`config.mk`:
```
export PLATFORM = sky130hd
export DESIGN_NAME = pipe_ctrl
export DESIGN_NICKNAME = d
export VERILOG_FILES = /design/src/rtl/rvcore_pkg.sv /design/src/rtl/pipe_ctrl_hazard_track.sv /design/src/rtl/pipe_ctrl.sv
export SDC_FILE = /design/constraint.sdc
export NUM_CORES = 1
export LEC_CHECK = 0
export ABC_CLOCK_PERIOD_IN_PS = 1880
export CORE_MARGIN = 8
export CORE_UTILIZATION = 56
export CTS_CLUSTER_DIAMETER = 50
export DETAILED_ROUTE_END_ITERATION = 10
export DONT_BUFFER_PORTS = 1
export PLACE_DENSITY_LB_ADDON = 0.05
export SLEW_MARGIN = 20
export SYNTH_ARGS = -nofsm -noshare
export SYNTH_HDL_FRONTEND = slang
export SYNTH_SLANG_ARGS = --single-unit
export TNS_END_PERCENT = 10
```
`constraint.sdc`:
```
create_clock -name clk -period 1.88 [get_ports clk]
set_input_delay 0 -clock clk [delete_from_list [all_inputs] [get_ports clk]]
set_output_delay 0 -clock clk [all_outputs]
set_load 0.03 [all_outputs]
```
`src/rtl/rvcore_pkg.sv`:
```
// Shared types for the RV32I pipeline control slice.
// Forwarding selects, controller state and tracker slot layout.
package rvcore_pkg;

  localparam logic [1:0] FWD_RF    = 2'b00;
  localparam logic [1:0] FWD_EXMEM = 2'b01;
  localparam logic [1:0] FWD_MEMWB = 2'b10;

  typedef enum logic [1:0] {
    RUN,
    MEM_WAIT,
    FAULT
  } pc_state_t;

  typedef struct packed {
    logic       valid;
    logic [4:0] rd;
    logic       reg_we;
    logic       is_load;
    logic [4:0] rs1;
    logic [4:0] rs2;
  } trk_slot_t;

  function automatic logic writes(
    input trk_slot_t  s,
    input logic [4:0] r
  );
    return s.valid & s.reg_we & (s.rd == r) & (r != 5'd0);
  endfunction

  // Loads in MEM have no result yet, so only WB may forward them.
  function automatic logic [1:0] fwd_sel(
    input trk_slot_t  mem,
    input trk_slot_t  wb,
    input logic [4:0] r
  );
    if (writes(mem, r) && !mem.is_load) return FWD_EXMEM;
    if (writes(wb, r))                  return FWD_MEMWB;
    return FWD_RF;
  endfunction

endpackage

```
`src/rtl/pipe_ctrl_hazard_track.sv`:
```
// Private EX/MEM/WB destination tracker.
// Mirrors pipeline occupancy so hazard logic needs no datapath regs.
module hazard_track
  import rvcore_pkg::*;
(
  input  logic      clk,
  input  logic      rst,
  input  logic      advance,
  input  logic      freeze,
  input  logic      bubble_ex,
  input  trk_slot_t id_slot,
  output trk_slot_t ex,
  output trk_slot_t mem,
  output trk_slot_t wb
);

  always_ff @(posedge clk) begin
    if (rst) begin
      ex  <= '0;
      mem <= '0;
      wb  <= '0;
    end else if (freeze) begin
      wb  <= '0;
    end else if (advance) begin
      wb  <= mem;
      mem <= ex;
      ex  <= bubble_ex ? '0 : id_slot;
    end
  end

endmodule

```
`src/rtl/pipe_ctrl.sv`:
```
// Pipeline sequencing controller: stalls, flushes, forwarding
// and the data-memory wait / timeout FSM.
module pipe_ctrl
  import rvcore_pkg::*;
#(
  parameter int MEM_TIMEOUT = 16
) (
  input  logic       clk,
  input  logic       rst,
  input  logic       id_valid,
  input  logic [4:0] id_rs1,
  input  logic [4:0] id_rs2,
  input  logic       id_use_rs1,
  input  logic       id_use_rs2,
  input  logic [4:0] id_rd,
  input  logic       id_reg_we,
  input  logic       id_is_load,
  input  logic       ex_redirect,
  input  logic       mem_req,
  input  logic       mem_ready,
  output logic       pc_we,
  output logic       ifid_we,
  output logic       ifid_flush,
  output logic       idex_flush,
  output logic       exmem_we,
  output logic       memwb_flush,
  output logic [1:0] fwd_a,
  output logic [1:0] fwd_b,
  output logic       fault
);

  localparam int CW = $clog2(MEM_TIMEOUT) + 1;

  pc_state_t state, state_nxt;
  logic [CW-1:0] cnt, cnt_nxt;

  trk_slot_t ex, mem, wb, id_slot;
  logic freeze, redirect, load_use, ld_hit;
  logic do_rst, do_frz, do_redir, do_lu;
  logic unused_ok;

  assign id_slot = '{valid: id_valid, rd: id_rd,
                     reg_we: id_reg_we, is_load: id_is_load,
                     rs1: id_rs1, rs2: id_rs2};

  assign freeze = (state == RUN && mem_req && !mem_ready)
               || (state == MEM_WAIT && !mem_ready)
               || (state == FAULT);

  assign ld_hit = ex.is_load
               && ((id_use_rs1 && writes(ex, id_rs1))
                || (id_use_rs2 && writes(ex, id_rs2)));

  assign redirect = ex_redirect && !freeze;
  assign load_use = id_valid && ld_hit && !redirect && !freeze;

  assign do_rst   = rst;
  assign do_frz   = !rst && freeze;
  assign do_redir = !rst && redirect;
  assign do_lu    = !rst && load_use;

  hazard_track u_trk (
    .clk       (clk),
    .rst       (rst),
    .advance   (!freeze),
    .freeze    (freeze),
    .bubble_ex (idex_flush),
    .id_slot   (id_slot),
    .ex        (ex),
    .mem       (mem),
    .wb        (wb)
  );

  always_ff @(posedge clk) begin
    if (rst) begin
      state <= RUN;
      cnt   <= '0;
    end else begin
      state <= state_nxt;
      cnt   <= cnt_nxt;
    end
  end

  always_comb begin
    state_nxt = state;
    cnt_nxt   = cnt;
    unique case (state)
      RUN: begin
        if (mem_req && !mem_ready) begin
          state_nxt = MEM_WAIT;
          cnt_nxt   = CW'(1);
        end
      end
      MEM_WAIT: begin
        if (mem_ready) begin
          state_nxt = RUN;
          cnt_nxt   = '0;
        end else begin
          cnt_nxt = cnt + CW'(1);
          if (cnt == CW'(MEM_TIMEOUT - 1)) state_nxt = FAULT;
        end
      end
      FAULT: state_nxt = FAULT;
      default: state_nxt = RUN;
    endcase
  end

  always_comb begin
    pc_we       = 1'b1;
    ifid_we     = 1'b1;
    ifid_flush  = 1'b0;
    idex_flush  = 1'b0;
    exmem_we    = 1'b1;
    memwb_flush = 1'b0;
    unique case (1'b1)
      do_rst: begin
        pc_we       = 1'b0;
        ifid_we     = 1'b0;
        exmem_we    = 1'b0;
        ifid_flush  = 1'b1;
        idex_flush  = 1'b1;
        memwb_flush = 1'b1;
      end
      do_frz: begin
        pc_we       = 1'b0;
        ifid_we     = 1'b0;
        exmem_we    = 1'b0;
        memwb_flush = 1'b1;
      end
      do_redir: begin
        ifid_flush = 1'b1;
        idex_flush = 1'b1;
      end
      do_lu: begin
        pc_we      = 1'b0;
        ifid_we    = 1'b0;
        idex_flush = 1'b1;
      end
      default: ;
    endcase
  end

  always_comb begin
    fwd_a = FWD_RF;
    fwd_b = FWD_RF;
    if (!rst && ex.valid) begin
      fwd_a = fwd_sel(mem, wb, ex.rs1);
      fwd_b = fwd_sel(mem, wb, ex.rs2);
    end
  end

  assign fault = !rst && (state == FAULT);

  assign unused_ok = ^{mem.rs1, mem.rs2, wb.rs1, wb.rs2, wb.is_load};

endmodule

```
==> impl_metrics.env <==
export IMPL_worstSkewPairLatency_ns=0.34
export IMPL_sequential_group_share_of_total_power=0.554
export IMPL_intPower_w=0.00120
export IMPL_drc_errors=0
export IMPL_layout_nets=280
export IMPL_sw_frac_of_total=0.272
export IMPL_clock_tree_buffer_depth=2
export IMPL_r2r_end="u_trk.ex[0]"
export IMPL_core_rowCount=21
export IMPL_ys_seq_area_frac=0.416
export IMPL_power_clock_fraction=0.273
export IMPL_power_leakage_nw=0.984
export IMPL_num_io_pins=36
export IMPL_holdWs_ns=-0.00854
export IMPL_tritoncts="done"
export IMPL_viasPerCell=5.57
export IMPL_grt_setup_unrepaired="true"
export IMPL_power_per_cell_area_nw_per_um2=644
export IMPL_endpoint="idex_flush"
export IMPL_criticalPathCategory="register to output port"
export IMPL_grt_util_all_layers=0.183
export IMPL_maxCapViolations=0
export IMPL_mapped_cell_area_um2=1920
export IMPL_p_sw_w=0.000449
export IMPL_timing_max_slew_rel_slack=0.543
export IMPL_crit_start="u_trk.ex[14]"
export IMPL_hpwl_um=3530
export IMPL_overflow=0
export IMPL_clk_tree_root_cell="sky130_fd_sc_hd__clkbuf_4"
export IMPL_yosys_warnings=0
export IMPL_hold_viol=1
export IMPL_final_period_minus_worst_setup_slack_ns=1.90
export IMPL_status="complete, but fails checks"
export IMPL_postRouteWirelength_um=4970
export IMPL_data_required_critical_path_ns=1.88
export IMPL_endpoint_arrival_time_on_the_critical_path_ns=1.90
export IMPL_grt_antenna_before_repair=0
export IMPL_layout_setup_ws_ns=-0.0223
export IMPL_max_slew_worst_pin_slew_ns=0.683
export IMPL_syn_avg_cell_area_um2=9.16
export IMPL_postSynth_topFlopCell="sky130_fd_sc_hd__dfxtp_1"
export IMPL_worst_path_max_fanout=4
export IMPL_timing_final_crit_share=1.01
export IMPL_starting_density_of_the_core=0.581
export IMPL_reg2reg_depth=6
export IMPL_path_clk_slew_ns=0.12
export IMPL_combPwrFrac=0.173
export IMPL_dp_worst_setup_slack_ns=0.0438
export IMPL_grt_pass1_vias=1753
export IMPL_detailroute_via_count=1672
export IMPL_layout_cell_share_with_drive_strength_beyond_1=0.244
export IMPL_stdcell_count=300
export IMPL_yosysUniqueCellTypes=49
export IMPL_total_iterations_of_the_first_detailed_routing_run=4
export IMPL_htree_num_levels=2
export IMPL_type_of_the_tightest_min_delay_check="primary input to register"
export IMPL_cts_inserted_buffers=5
export IMPL_route_antenna_remaining_nets=0
export IMPL_synthesis_instances=210
export IMPL_synth_nets=237
export IMPL_die_height_um=74.6
export IMPL_finalMaxSlewViolations=0
export IMPL_area_delta_synth_final_pct=33.0
export IMPL_start_kind="register"
export IMPL_drc_marker_count_from_the_first_detailed_route_iteration=72
export IMPL_number_of_flops_mapped_to_enable_cells_by_yosys=0
export IMPL_postSynth_asyncResetShare=0
export IMPL_finalClockSkew_ns=0.00565
export IMPL_dieArea_um2=5570
export IMPL_core_area_um2=3310
export IMPL_timing_final_setup_violations=3
export IMPL_detail_route_wl_per_cell_um=16.6
export IMPL_grt_pass1_wl_um=7890
export IMPL_antenna_cells_inserted=0
export IMPL_port_buffers=0
export IMPL_cts_sink_count=40
export IMPL_setup_worst_path_end_class="output port"
export IMPL_regToRegSetupSlack_ns=0.10
export IMPL_largest_net_degree_at_the_start_of_global_routing=18
export IMPL_die_width_um=74.6
export IMPL_irDropWorstVdd_uv=586
export IMPL_place_gp_congestion=0.817
export IMPL_critical_path_reg2reg_startpoint="state[0]"
export IMPL_ys_seq_elements=40
export IMPL_placedCellCount=264
export IMPL_maxClockFrequency_ghz=0.526
export IMPL_failed_checks="hold timing, setup timing"
## per-layer routing
layer	part of all wire	global-route usage
met5	0	0
met1	0.40	0.202
met4	0.022	0.0826
met2	0.52	0.323
met3	0.054	0.0453
## cells by family (layout without fill, tap and decap cells)
kind of cell / after synthesis / count (layout) / synth area share
AO/OA/AOI/OAI: 43 / 43 / 0.169
XOR/XNOR: 28 / 28 / 0.127
adder cells (fa/ha/maj): 2 / 2 / 0.0130
buffers and inverters: 10 / 54 / 0.0286
flip-flops: 40 / 40 / 0.416
AND/OR/NAND/NOR: 87 / 87 / 0.246
## through the flow
step	power, W	setup TNS [ns]	util	instance area [um2]
final	0.00165	-0.0285	0.773	2560
after global routing	0.00173	-0.259	0.773	2560
after CTS	0.00163	-0.0739	0.743	2460
after detailed placement	0.00114	0	0.636	2100
after global placement	0.00113	0	0.636	2100
after floorplan	0.00108	-0.443	-	1930
## synth_stat cells, types with 2 or more instances
master | count | share of area
sky130_fd_sc_hd__a21oi_1 | 15 | 0.039
sky130_fd_sc_hd__a22o_1 | 16 | 0.073
sky130_fd_sc_hd__and2_1 | 9 | 0.029
sky130_fd_sc_hd__clkbuf_1 | 2 | 0.0039
sky130_fd_sc_hd__dfxtp_1 | 40 | 0.42
sky130_fd_sc_hd__ha_1 | 2 | 0.013
sky130_fd_sc_hd__inv_1 | 3 | 0.0059
sky130_fd_sc_hd__nand2_1 | 23 | 0.045
sky130_fd_sc_hd__nand2b_1 | 3 | 0.0098
sky130_fd_sc_hd__nand3_1 | 9 | 0.023
sky130_fd_sc_hd__nand4_1 | 2 | 0.0065
sky130_fd_sc_hd__nor2_1 | 18 | 0.035
sky130_fd_sc_hd__nor3_1 | 3 | 0.0078
sky130_fd_sc_hd__nor4_1 | 3 | 0.0098
sky130_fd_sc_hd__nor4b_1 | 2 | 0.0091
sky130_fd_sc_hd__xnor2_1 | 20 | 0.091
sky130_fd_sc_hd__xor2_1 | 8 | 0.036
## power by group through the flow
stage | registers, W | clock network [W] | logic, W
after CTS | 0.000913 | 0.000452 | 0.000261
after global placement | 0.000932 | 0 | 0.000199
after floorplan | 0.000921 | 0 | 0.000157
final | 0.000914 | 0.000450 | 0.000286
after detailed placement | 0.000934 | 0 | 0.000205
after global routing | 0.000920 | 0.000500 | 0.000307
## worst max-delay path: stages (launching register included)
cell                       delay, ns
sky130_fd_sc_hd__dfxtp_4        0.39
sky130_fd_sc_hd__xnor2_2        0.17
sky130_fd_sc_hd__nand3_2        0.12
sky130_fd_sc_hd__or3_4          0.39
sky130_fd_sc_hd__a21oi_4        0.20
sky130_fd_sc_hd__nand2b_4       0.16
sky130_fd_sc_hd__buf_12         0.12
## how the worst min path moves through the flow
| stage | to | cells after the start | from | slack [ns] |
|---|---|---|---|---|
| 2_1_floorplan | u_trk.ex[10] | 1 | id_is_load | 0.13 |
| 3_3_place_gp | u_trk.mem[12] | 1 | rst | 0.07 |
| 3_5_place_dp | state[1] | 1 | rst | 0.07 |
| 4_1_cts | u_trk.ex[17] | 2 | rst | 0.007 |
| 5_1_grt | u_trk.ex[14] | 3 | ex_redirect | 0.003 |
| 6_report | u_trk.ex[17] | 2 | rst | -0.009 |
## what timing repair did
item	4_1_cts	5_1_grt
pin swaps	3	10
buffers inserted	2	4
endpoints found under the setup margin	6	21
endpoints found under the hold margin	33	0
resized for setup	15	13
hold buffers	22	0
## state kept, by name (all words and copies together), names as in the netlist
signal	cells
u_trk.ex	18
cnt	5
state	2
u_trk.wb	7
u_trk.mem	8
## placed cells by master (no fill, tap or decap), types with 2 or more instances in the layout
| cell type | instances |
|---|---|
| sky130_fd_sc_hd__or3_4 | 2 |
| sky130_fd_sc_hd__nand4_1 | 2 |
| sky130_fd_sc_hd__buf_4 | 18 |
| sky130_fd_sc_hd__nand2_1 | 23 |
| sky130_fd_sc_hd__xor2_1 | 8 |
| sky130_fd_sc_hd__nor3_1 | 3 |
| sky130_fd_sc_hd__xnor2_2 | 7 |
| sky130_fd_sc_hd__nor4_2 | 2 |
| sky130_fd_sc_hd__nor2_1 | 18 |
| sky130_fd_sc_hd__xnor2_1 | 13 |
| sky130_fd_sc_hd__a22o_1 | 16 |
| sky130_fd_sc_hd__dfxtp_1 | 35 |
| sky130_fd_sc_hd__inv_1 | 3 |
| sky130_fd_sc_hd__nor4_1 | 2 |
| sky130_fd_sc_hd__a21oi_1 | 12 |
| sky130_fd_sc_hd__and2_1 | 9 |
| sky130_fd_sc_hd__dlygate4sd3_1 | 22 |
| sky130_fd_sc_hd__a21oi_4 | 3 |
| sky130_fd_sc_hd__nor4b_2 | 2 |
| sky130_fd_sc_hd__clkbuf_4 | 5 |
| sky130_fd_sc_hd__buf_12 | 3 |
| sky130_fd_sc_hd__nand3_1 | 8 |
| sky130_fd_sc_hd__clkinv_2 | 2 |
| sky130_fd_sc_hd__ha_1 | 2 |
| sky130_fd_sc_hd__dfxtp_4 | 4 |
## cell type report
class | instances | area (um2)
Multi-Input combinational cell | 160 | 1200
Sequential cell | 40 | 817
Fill cell | 234 | 751
Timing Repair Buffer | 43 | 415
Tap cell | 46 | 57.6
Clock buffer | 6 | 51.3
Inverter | 3 | 11.3
Clock inverter | 2 | 10.0
No activity file was read; power rests on OpenSTA's default activity.
